$ cat src/rtl/bin_to_bcd_display.sv
// Sequential binary-to-packed-BCD converter (shift-add-3 / double dabble).
// Accepts an unsigned binary word on a valid/ready handshake, iterates one input
// bit per clock, and publishes an 8-digit packed BCD result that feeds the
// seven-segment display. The previous result stays on bcd_out until the next
// conversion completes. Inputs above 99_999_999 saturate to all nines.
//
// Ports:
//   clk_in         system clock, all logic on posedge
//   rst_n_in       asynchronous active-low reset
//   bin_in         unsigned binary input, sampled only on the handshake
//   valid_in       bin_in valid
//   ready_out      converter idle, can accept
//   bcd_out        packed BCD result, [3:0] = ones digit
//   bcd_valid_out  one-cycle pulse when bcd_out has just been updated
//   overflow_out   last result saturated
//   busy_out       conversion in progress (inverse of ready_out)
module bin_to_bcd_display #(
  parameter int unsigned IN_WIDTH = 27
) (
  input  logic                clk_in,
  input  logic                rst_n_in,
  input  logic [IN_WIDTH-1:0] bin_in,
  input  logic                valid_in,
  output logic                ready_out,
  output logic [31:0]         bcd_out,
  output logic                bcd_valid_out,
  output logic                overflow_out,
  output logic                busy_out
);

  if (IN_WIDTH < 1 || IN_WIDTH > 27) begin : g_bad_width
    $error("bin_to_bcd_display: IN_WIDTH must be in 1..27");
  end

  localparam int unsigned ScratchW = 32 + IN_WIDTH;
  localparam logic [4:0]  LastCnt  = 5'(IN_WIDTH - 1);
  localparam logic [31:0] MaxDec   = 32'd99_999_999;

  typedef enum logic {StIdle, StShift} state_e;

  state_e              state_q, state_d;
  logic [ScratchW-1:0] scratch_q, scratch_corr, scratch_shift;
  logic [4:0]          cnt_q;
  logic                ovf_q;
  logic [31:0]         bcd_q;
  logic                bcd_valid_q;
  logic                overflow_q;

  logic accept;
  logic last_shift;
  logic in_ovf;

  assign accept     = valid_in && (state_q == StIdle);
  assign last_shift = (state_q == StShift) && (cnt_q == LastCnt);
  // Zero-extend to 32 bits so the compare is width-safe for every IN_WIDTH.
  assign in_ovf     = {{(32 - IN_WIDTH){1'b0}}, bin_in} > MaxDec;

  // State register
  always_ff @(posedge clk_in or negedge rst_n_in) begin
    if (!rst_n_in) begin
      state_q <= StIdle;
    end else begin
      state_q <= state_d;
    end
  end

  // Next-state logic
  always_comb begin
    state_d = state_q;
    unique case (state_q)
      StIdle:  if (accept) state_d = StShift;
      StShift: if (last_shift) state_d = StIdle;
      default: state_d = StIdle;
    endcase
  end

  // Outputs decoded from state only
  always_comb begin
    ready_out = 1'b0;
    busy_out  = 1'b0;
    unique case (state_q)
      StIdle:  ready_out = 1'b1;
      StShift: busy_out  = 1'b1;
      default: ready_out = 1'b1;
    endcase
  end

  // Add-3 correction on all BCD nibbles in parallel, using pre-shift values,
  // then shift the whole {bcd, bin} scratch left by one.
  always_comb begin
    scratch_corr = scratch_q;
    for (int i = 0; i < 8; i++) begin
      if (scratch_q[IN_WIDTH + 4*i +: 4] >= 4'd5) begin
        scratch_corr[IN_WIDTH + 4*i +: 4] = scratch_q[IN_WIDTH + 4*i +: 4] + 4'd3;
      end
    end
    scratch_shift = {scratch_corr[ScratchW-2:0], 1'b0};
  end

  // Datapath and published result
  always_ff @(posedge clk_in or negedge rst_n_in) begin
    if (!rst_n_in) begin
      scratch_q   <= '0;
      cnt_q       <= '0;
      ovf_q       <= 1'b0;
      bcd_q       <= '0;
      bcd_valid_q <= 1'b0;
      overflow_q  <= 1'b0;
    end else begin
      bcd_valid_q <= last_shift;
      if (accept) begin
        scratch_q <= {32'b0, bin_in};
        ovf_q     <= in_ovf;
        cnt_q     <= '0;
      end else if (state_q == StShift) begin
        scratch_q <= scratch_shift;
        cnt_q     <= cnt_q + 5'd1;
      end
      // Result registers move only at completion so the display never sees
      // partial data.
      if (last_shift) begin
        bcd_q      <= ovf_q ? 32'h9999_9999 : scratch_shift[ScratchW-1:IN_WIDTH];
        overflow_q <= ovf_q;
      end
    end
  end

  assign bcd_out       = bcd_q;
  assign bcd_valid_out = bcd_valid_q;
  assign overflow_out  = overflow_q;

endmodule

$ cat config.mk
export PLATFORM = sky130hd
export DESIGN_NAME = bin_to_bcd_display
export DESIGN_NICKNAME = d
export VERILOG_FILES = /design/src/rtl/bin_to_bcd_display.sv
export SDC_FILE = /design/constraint.sdc
export NUM_CORES = 1
export LEC_CHECK = 0
export ABC_AREA = 1
export CORE_UTILIZATION = 55
export DETAILED_ROUTE_END_ITERATION = 8
export PLACE_DENSITY = 0.8
export SETUP_SLACK_MARGIN = 0.2
export SYNTH_ARGS = -nofsm -noshare
export SYNTH_HDL_FRONTEND = slang
export SYNTH_SLANG_ARGS = --single-unit
$ cat constraint.sdc
create_clock -name clk_in -period 2 [get_ports clk_in]
set_input_delay 0.2 -clock clk_in [delete_from_list [all_inputs] [get_ports clk_in]]
set_output_delay 0.2 -clock clk_in [all_outputs]
set_load 0.005 [all_outputs]
[Yosys cells after proc, flatten, opt, wreduce, memory -nomap -nowiden]
Index checks and enable logic that the tools add are counted.
Word-level totals
  output and inout bits: 36
  logic and storage cells: 48
  bits of input ports: 30
  flip-flop bits (word level): 100
Operators by class
  multiplexer cells: 18
  bitwise operators: 1
  reduce and logical (&&, ||, !) cells: 3
  $add $sub $neg: 9
  magnitude comparators: 9
  equality and inequality tests: 1
Operator list (count)
  $mux 59: 2
  $ge 4x3->1 const B: 8
  $mux 32: 1
  $add 4x2->4 const B: 7
  $mux 4: 7
  $gt 27x27->1 const B: 1
  $mux 5: 2
  $add 5x1->5 const B: 1
  $eq 5x5->1 const B: 1
  $mux 1: 4
  $add 3x2->3 const B: 1
  $mux 3: 1
  $logic_and 1x1->1: 2
  $pmux 1 s2: 1
  $reduce_bool 2->1: 1
  $not 1->1: 1

[Depth between registers and ports, before layout]
Gate-level depths: netlist of the first run.
  depth after elaboration: 4
  depth in mapped cells: 9
  gate-level depth less buffers: 9

[Worst setup path before layout of the first run]
OpenSTA, ideal clock, no wires.
  path type: register to register
  start point: register cnt_q[0]
  end point: register bcd_q[12], in the netlist bcd_out[12]
  required time: 1.881 ns
  library setup time: 0.119 ns
  arrival: 1.239 ns
  buffers on the path: 1
  stages on the path, launching flop included: 9
  setup slack: 0.642 ns
  clock period less this slack: 1.358 ns
  path through: dfrtp_1 -> inv_1 -> ha_1 -> nand4_2 -> nor2_4 -> nand2_4 -> buf_6 -> o22ai_1 -> inv_1
Between the ends
  cells in the longest elaborated chain, start to end: 2
Ends and longest elaborated chain
  start, declared: RTL line 43  | logic [4:0] cnt_q;
  start signal, assigned: RTL line 117  | cnt_q <= cnt_q + 5'd1;
  $eq 5x5->1: RTL line 54  | assign last_shift = (state_q == StShift) && (cnt_q == LastCnt);
  $logic_and 1x1->1: RTL line 54
  end signal, assigned: RTL line 122  | bcd_q <= ovf_q ? 32'h9999_9999 : scratch_shift[ScratchW-1:IN_WIDTH];
  end, declared: RTL line 45  | logic [31:0] bcd_q;
No other way between the ends.
A chain may end at the register's enable or synchronous reset.

[Worst setup path after layout of the first run]
  start point: register state_q
  end point: output port ready_out
Between the ends
  cells in the longest elaborated chain, start to end: 1
Ends and longest elaborated chain
  start, declared: RTL line 41  | state_e state_q, state_d;
  start signal, assigned: RTL line 61  | state_q <= StIdle;
  start signal, assigned: RTL line 63  | state_q <= state_d;
  $mux 1: RTL line 81  | unique case (state_q)
  end, declared: RTL line 24  | output logic ready_out,
No other way between the ends.

==> flow_metrics.py, run 1 <==
metrics = {
    "clocking": {
        "clk-insertion-delay-late_ns": 0.36,
        "path_clk_slew_ns": 0.09,
        "cts_max_level": 3,
        "cts-buffers-inserted": 9,
        "cts_tree": "done",
        "cts.sinks": 100,
        "cts_root_buf": "clkbuf_8",
        "clk_path_buf_depth": 2,
    },
    "cells_and_area": {
        "drive_gt1_frac": 0.0607,
        "antennaDiodeCount": 0,
        "fin_nets": 670,
        "area_delta_synth_final_pct": 20.2,
        "multi_input_area_um2": 1830,
        "fillers": 635,
        "seq_area_um2": 2500,
        "stdcell_count": 731,
    },
    "route": {
        "dr.first_iter.drc_count": 208,
        "drc": 0,
        "via_per_inst": 5.51,
        "drtAntennaViolNets": 0,
        "vias": 4025,
        "dr.pass1.iters": 5,
        "wl_per_cell_um": 14.6,
        "drt_wl_total_um": 10700,
    },
    "synthesis": {
        "synth_xor_area_frac": 0.0146,
        "synth_cells": 553,
        "syn_nets": 601,
        "synth-simple-area-share": 0.166,
        "synth_compound_area_frac": 0.154,
        "synth.area.top_cells": "dfrtp_1 (52%), nand2_1 (11%), inv_1 (6.3%)",
        "yosysSeqAreaShare": 0.522,
        "synth-adder-area-share": 0.0470,
        "ys_warn_count": 0,
        "synth_top_family_by_area": "simple AND/OR/NAND/NOR gates",
        "synth.distinct_cells": 29,
        "syn_area_per_cell_um2": 8.67,
        "yosys.area.top_type": "dfrtp_1",
        "netlist_area_um2": 4800,
        "synthMuxAreaShare": 0,
        "synth_top_area_share": 0.522,
        "ys_seq_elements": 100,
    },
    "timing": {
        "fin_crit_sh": 0.872,
        "maxSlewViolCount": 0,
        "slew-limit-headroom": 0.599,
        "finClkSkew_ns": 0.0106,
        "setup_viol": 0,
        "grt_setup_unrepaired": "no",
        "tns_ns": 0,
        "hold_viol_final": 0,
        "worstMarginPinSlew_ns": 0.602,
        "fmax_ghz": 0.574,
        "min_period_ns": 1.74,
    },
    "placement": {
        "gp_congestion": 0.840,
        "dp_cells": 713,
        "dp_hpwl_um": 7650,
        "io_buffers": 65,
    },
    "critical_path": {
        "path_cells": "inv_6 > clkdlybuf4s50_1",
        "cpMaxStageDelayCell": "clkdlybuf4s50_1",
        "ff2ff_path_depth": 8,
        "crit_family": "buffers and inverters",
        "cp.arrival_ns": 1.54,
        "reg2reg_to": "bcd_out[18]",
        "crit_start": "state_q",
        "cp-end-kind": "output pin",
        "timing.rr.start": "cnt_q[0]",
        "crit_buf_inv": 2,
        "required_ns": 1.80,
        "worst-r2r-setup-slack_ns": 0.37,
        "slowest_delay_ns": 0.54,
        "worst_setup_path_start_kind": "flip-flop",
        "critPathKind": "reg2out",
        "crit_fanout": 13,
    },
    "floorplanning": {
        "io_pins": 66,
        "die-area_um2": 9100,
        "chipHeight_um": 95.4,
        "initial_utilization": 0.575,
        "die_x_um": 95.4,
        "rows": 33,
        "coreArea_um2": 8340,
    },
    "global_route": {
        "gr-total-overflow": 0,
        "grt_util_all_layers": 0.253,
        "grt_max_degree": 48,
        "grt_pass1_wl_um": 17500,
        "antenna_found_initial": 0,
        "grt_pass1_vias": 3762,
    },
    "outcome": {
        "status": "completed",
    },
    "run": {
        "drv_cap": 0,
    },
    "power": {
        "powerDensity_nw_per_um2": 1460,
        "vdd_drop_max_mv": 0.564,
        "p_leak_nw": 2.83,
    },
    "min_path": {
        "hold_class": "in2async",
    },
}
[worst max path at each step]
| stage | slack, ns | cells after the start | end |
|---|---|---|---|
| final | 0.26 | 2 | ready_out |
| after global routing | 0.21 | 2 | ready_out |
| after CTS | 0.22 | 2 | ready_out |
| after detailed placement | 0.28 | 8 | bcd_out[1] |
| after global placement | 0.36 | 8 | bcd_out[2] |
| after floorplan | 0.64 | 8 | bcd_out[12] |
[worst reg2reg max path, stage by stage (launching register included)]
cell     delay (ns)
dfrtp_1        0.42
inv_1          0.07
ha_1           0.17
nand4_2        0.13
nor2_4         0.15
buf_6          0.21
inv_2          0.17
nand2_1        0.09
o21ai_0        0.09
[Yosys cell counts, drive strengths merged]
| cell | instances |
|---|---|
| o211ai | 4 |
| nor2 | 29 |
| inv | 85 |
| a22oi | 5 |
| ha | 18 |
| clkbuf | 4 |
| o22ai | 32 |
| o221ai | 11 |
| nand2 | 137 |
| clkinv | 1 |
| buf | 16 |
| dfrtp | 100 |
| nor3 | 1 |
| a21oi | 11 |
| nand4 | 3 |
| o21ai | 62 |
| nand3 | 26 |
| xor2 | 8 |
[flip-flops by register name (all words and copies together) (netlist names)]
register / count
overflow_out: 1
bcd_valid_out: 1
state_q: 1
bcd_out: 32
cnt_q: 5
scratch_q: 59
ovf_q: 1
[cells by family (layout without fill, tap and decap cells)]
group | after synthesis | in the layout
AOI/OAI and AO/OA | 125 | 125
adders and majority gates | 18 | 18
and+or+nand+nor | 196 | 196
DFF | 100 | 100
xor gates and xnor gates | 8 | 8
buffers and inverters | 106 | 179
[per-layer routing]
layer  GRT usage  wire length [µm]  vias up
li1            -                 -     1940
met4      0.0995               183        0
met5           0                 0        -
met1       0.325              4630     1941
met2       0.433              5420      126
met3      0.0335               454       18
[cell usage in the layout, fill, tap and decap left out, types with 4 or more instances in the layout]
master           Yosys  routed
nand2_1            136     136
clkdlybuf4s50_1      0      64
ha_1                18      18
nor2_1              28      28
dfrtp_1            100      99
o221ai_1            11      11
o22ai_1             32      32
o21ai_0             55      55
clkbuf_8             0      11
xor2_1               8       8
buf_4                2       9
o211ai_1             4       4
a21oi_1              9       9
a22oi_1              5       5
nand3_1             26      26
inv_2                3       4
o21ai_1              7       7
inv_1               81      81
[metrics by stage]
step | cell area, µm² | power, mW | hold WS, ns | setup WS (ns) | util
2_1_floorplan | 4800 | 5.65 | -0.0956 | 0.642 | -
3_3_place_gp | 5540 | 6.86 | 0.247 | 0.364 | 0.664
3_5_place_dp | 5540 | 7.10 | 0.249 | 0.283 | 0.664
4_1_cts | 5760 | 8.43 | 0.400 | 0.217 | 0.690
5_1_grt | 5770 | 9.12 | 0.435 | 0.208 | 0.691
6_report | 5770 | 8.43 | 0.374 | 0.257 | 0.691
[report_power, final]
group          leakage [nW]  internal, mW  switching, mW
registers              1.27          2.89          0.542
clock network         0.105         0.639          0.671
logic                  1.46          1.61           2.07
total                  2.83          5.14           3.28
[area by class of cell]
| type | instances | area share |
|---|---|---|
| Sequential cell | 100 | 0.434 |
| Multi-Input combinational cell | 347 | 0.317 |
| Timing Repair Buffer | 77 | 0.133 |
| Inverter | 86 | 0.0568 |
| Clock buffer | 11 | 0.0263 |
| Tap cell | 105 | 0.0228 |
| Clock inverter | 4 | 0.00846 |
| Timing Repair inverter | 1 | 0.000651 |
[what timing repair did]
action | CTS | global route
setup endpoints to repair | 1 | 5
hold buffers | 1 | 0
buffers inserted | 0 | 1
cloned | 1 | 0
resized for setup | 2 | 1
endpoints found under the hold margin | 44 | 0
(Power assumes the default switching activity.)
==> run 2, diff against run 1 <==
--- a/config.mk
+++ b/config.mk
@@ -7,7 +7,9 @@
 export LEC_CHECK = 0
 export ABC_AREA = 1
 export CORE_UTILIZATION = 55
+export CTS_CLUSTER_SIZE = 14
 export DETAILED_ROUTE_END_ITERATION = 8
+export GPL_ROUTABILITY_DRIVEN = 0
 export PLACE_DENSITY = 0.8
 export SETUP_SLACK_MARGIN = 0.2
 export SYNTH_ARGS = -nofsm -noshare
==> flow_metrics.py, run 2 (same netlist as run 1, synthesis figures left out) <==
metrics = {
    "cells_and_area": {
        "top_register": "scratch_q",
        "fillers": 640,
        "area_delta_synth_final_pct": 20.5,
        "drive_gt1_frac": 0.0666,
        "largest_register_ffs": 59,
        "layout_common_cells": "nand2_1 (136), dfrtp_1 (99), inv_1 (81)",
        "antennaDiodeCount": 0,
        "layout_commonest_cell": "nand2_1",
        "fin_nets": 674,
        "finish.utilization": 0.693,
    },
    "clocking": {
        "cts_root_buf": "clkbuf_8",
        "path_clk_slew_ns": 0.09,
        "clk_path_buf_depth": 2,
        "cts-buffers-inserted": 9,
        "cts_max_level": 3,
        "cts_tree": "done",
        "clk-insertion-delay-late_ns": 0.37,
        "cts.sinks": 100,
    },
    "critical_path": {
        "crit_fanout": 13,
        "critPathKind": "reg2out",
        "ff2ff_path_depth": 7,
        "cp.arrival_ns": 1.54,
        "path_cells": "inv_8 > clkdlybuf4s50_1",
        "crit_cells": 2,
        "worst-r2r-setup-slack_ns": 0.35,
        "crit_buf_inv": 2,
        "required_ns": 1.80,
        "worst_setup_path_start_kind": "flip-flop",
        "reg2reg_to": "bcd_out[27]",
        "timing.rr.start": "cnt_q[0]",
        "cpMaxStageDelayCell": "clkdlybuf4s50_1",
        "crit_family": "buffers and inverters",
        "slowest_delay_ns": 0.54,
        "cp-end-kind": "output pin",
    },
    "route": {
        "drt_wl_total_um": 11200,
        "via_per_inst": 5.60,
        "wl_per_cell_um": 15.2,
        "vias": 4118,
        "dr.pass1.iters": 5,
        "drtAntennaViolNets": 0,
        "dr.first_iter.drc_count": 210,
        "drc": 0,
    },
    "power": {
        "vdd_drop_max_mv": 0.658,
        "power_mw": 8.39,
        "p_leak_nw": 2.84,
        "power_switching_mw": 3.35,
        "p_sw_frac": 0.399,
        "p_int_mw": 5.04,
        "combPwrFrac": 0.450,
        "clockPowerShare": 0.142,
        "powerDensity_nw_per_um2": 1450,
        "p_seq_frac": 0.408,
    },
    "outcome": {
        "status": "completed",
    },
    "run": {
        "drv_cap": 0,
    },
    "floorplanning": {
        "coreArea_um2": 8340,
        "io_pins": 66,
        "die-area_um2": 9100,
        "initial_utilization": 0.575,
        "chipHeight_um": 95.4,
        "die_x_um": 95.4,
        "rows": 33,
    },
    "timing": {
        "fmax_ghz": 0.573,
        "grt_setup_unrepaired": "no",
        "hold_viol_final": 0,
        "min_period_ns": 1.74,
        "tns_ns": 0,
        "maxSlewViolCount": 0,
        "finClkSkew_ns": 0.0136,
        "setup_viol": 0,
        "worstMarginPinSlew_ns": 0.614,
        "slew-limit-headroom": 0.591,
        "fin_crit_sh": 0.872,
    },
    "global_route": {
        "met3_usage": 0.0566,
        "top_usage_layer": "met2",
        "grt_util_all_layers": 0.269,
        "grt_max_degree": 46,
        "grt_util_met1": 0.336,
        "antenna_found_initial": 0,
        "gr-total-overflow": 0,
        "grt_pass1_wl_um": 18600,
        "grt_pass1_vias": 4047,
        "met2_usage": 0.466,
    },
    "placement": {
        "io_buffers": 65,
        "dp_hpwl_um": 7830,
    },
    "min_path": {
        "hold_class": "in2async",
    },
}
==> run 2: routing by layer <==
metal	vias to the layer above	share of wire
li1	1956	-
met4	0	0.015
met2	162	0.51
met5	-	0
met1	1982	0.42
met3	18	0.059
==> run 2: layout make-up <==
type | instances | area [µm²] | area share
timing repair inverter | 1 | 3.75 | 0.000649
tap | 105 | 131 | 0.0227
multi-input combinational | 347 | 1830 | 0.317
clock inverter | 4 | 23.8 | 0.00411
clock buffer | 12 | 155 | 0.0268
sequential | 100 | 2500 | 0.433
timing repair buffer | 81 | 800 | 0.138
inverter | 86 | 333 | 0.0576
==> run 2: how the worst max path moves through the flow <==
stage	from	to	slack (ns)
finish	state_q	ready_out	0.26
floorplan	cnt_q[0]	bcd_out[12]	0.64
global placement	cnt_q[0]	bcd_out[1]	0.37
detailed placement	state_q	bcd_out[29]	0.31
CTS	state_q	ready_out	0.21
global route	state_q	ready_out	0.21
==> run 2: power groups by stage <==
stage	combinational (mW)	sequential [mW]	clock, mW
CTS	3.71	3.42	1.21
global route	4.25	3.52	1.29
floorplan	2.31	3.34	0
finish	3.77	3.43	1.19
global placement	3.45	3.41	0
detailed placement	3.69	3.45	0
==> run 2: repair_timing <==
action,CTS,global route
hold buffers,1,0
setup endpoints to repair,1,17
cloned,1,0
endpoints found under the hold margin,42,0
setup buffers,0,5
resized for setup,2,4
pin swaps,0,0
==> run 2: per-stage QoR <==
stage,area (µm²),hold slack (ns),cells,setup slack (ns)
global route,5780,0.410,736,0.210
floorplan,4800,-0.0956,553,0.642
finish,5780,0.381,736,0.256
CTS,5730,0.395,731,0.205
detailed placement,5540,0.247,713,0.307
global placement,5540,0.244,713,0.365
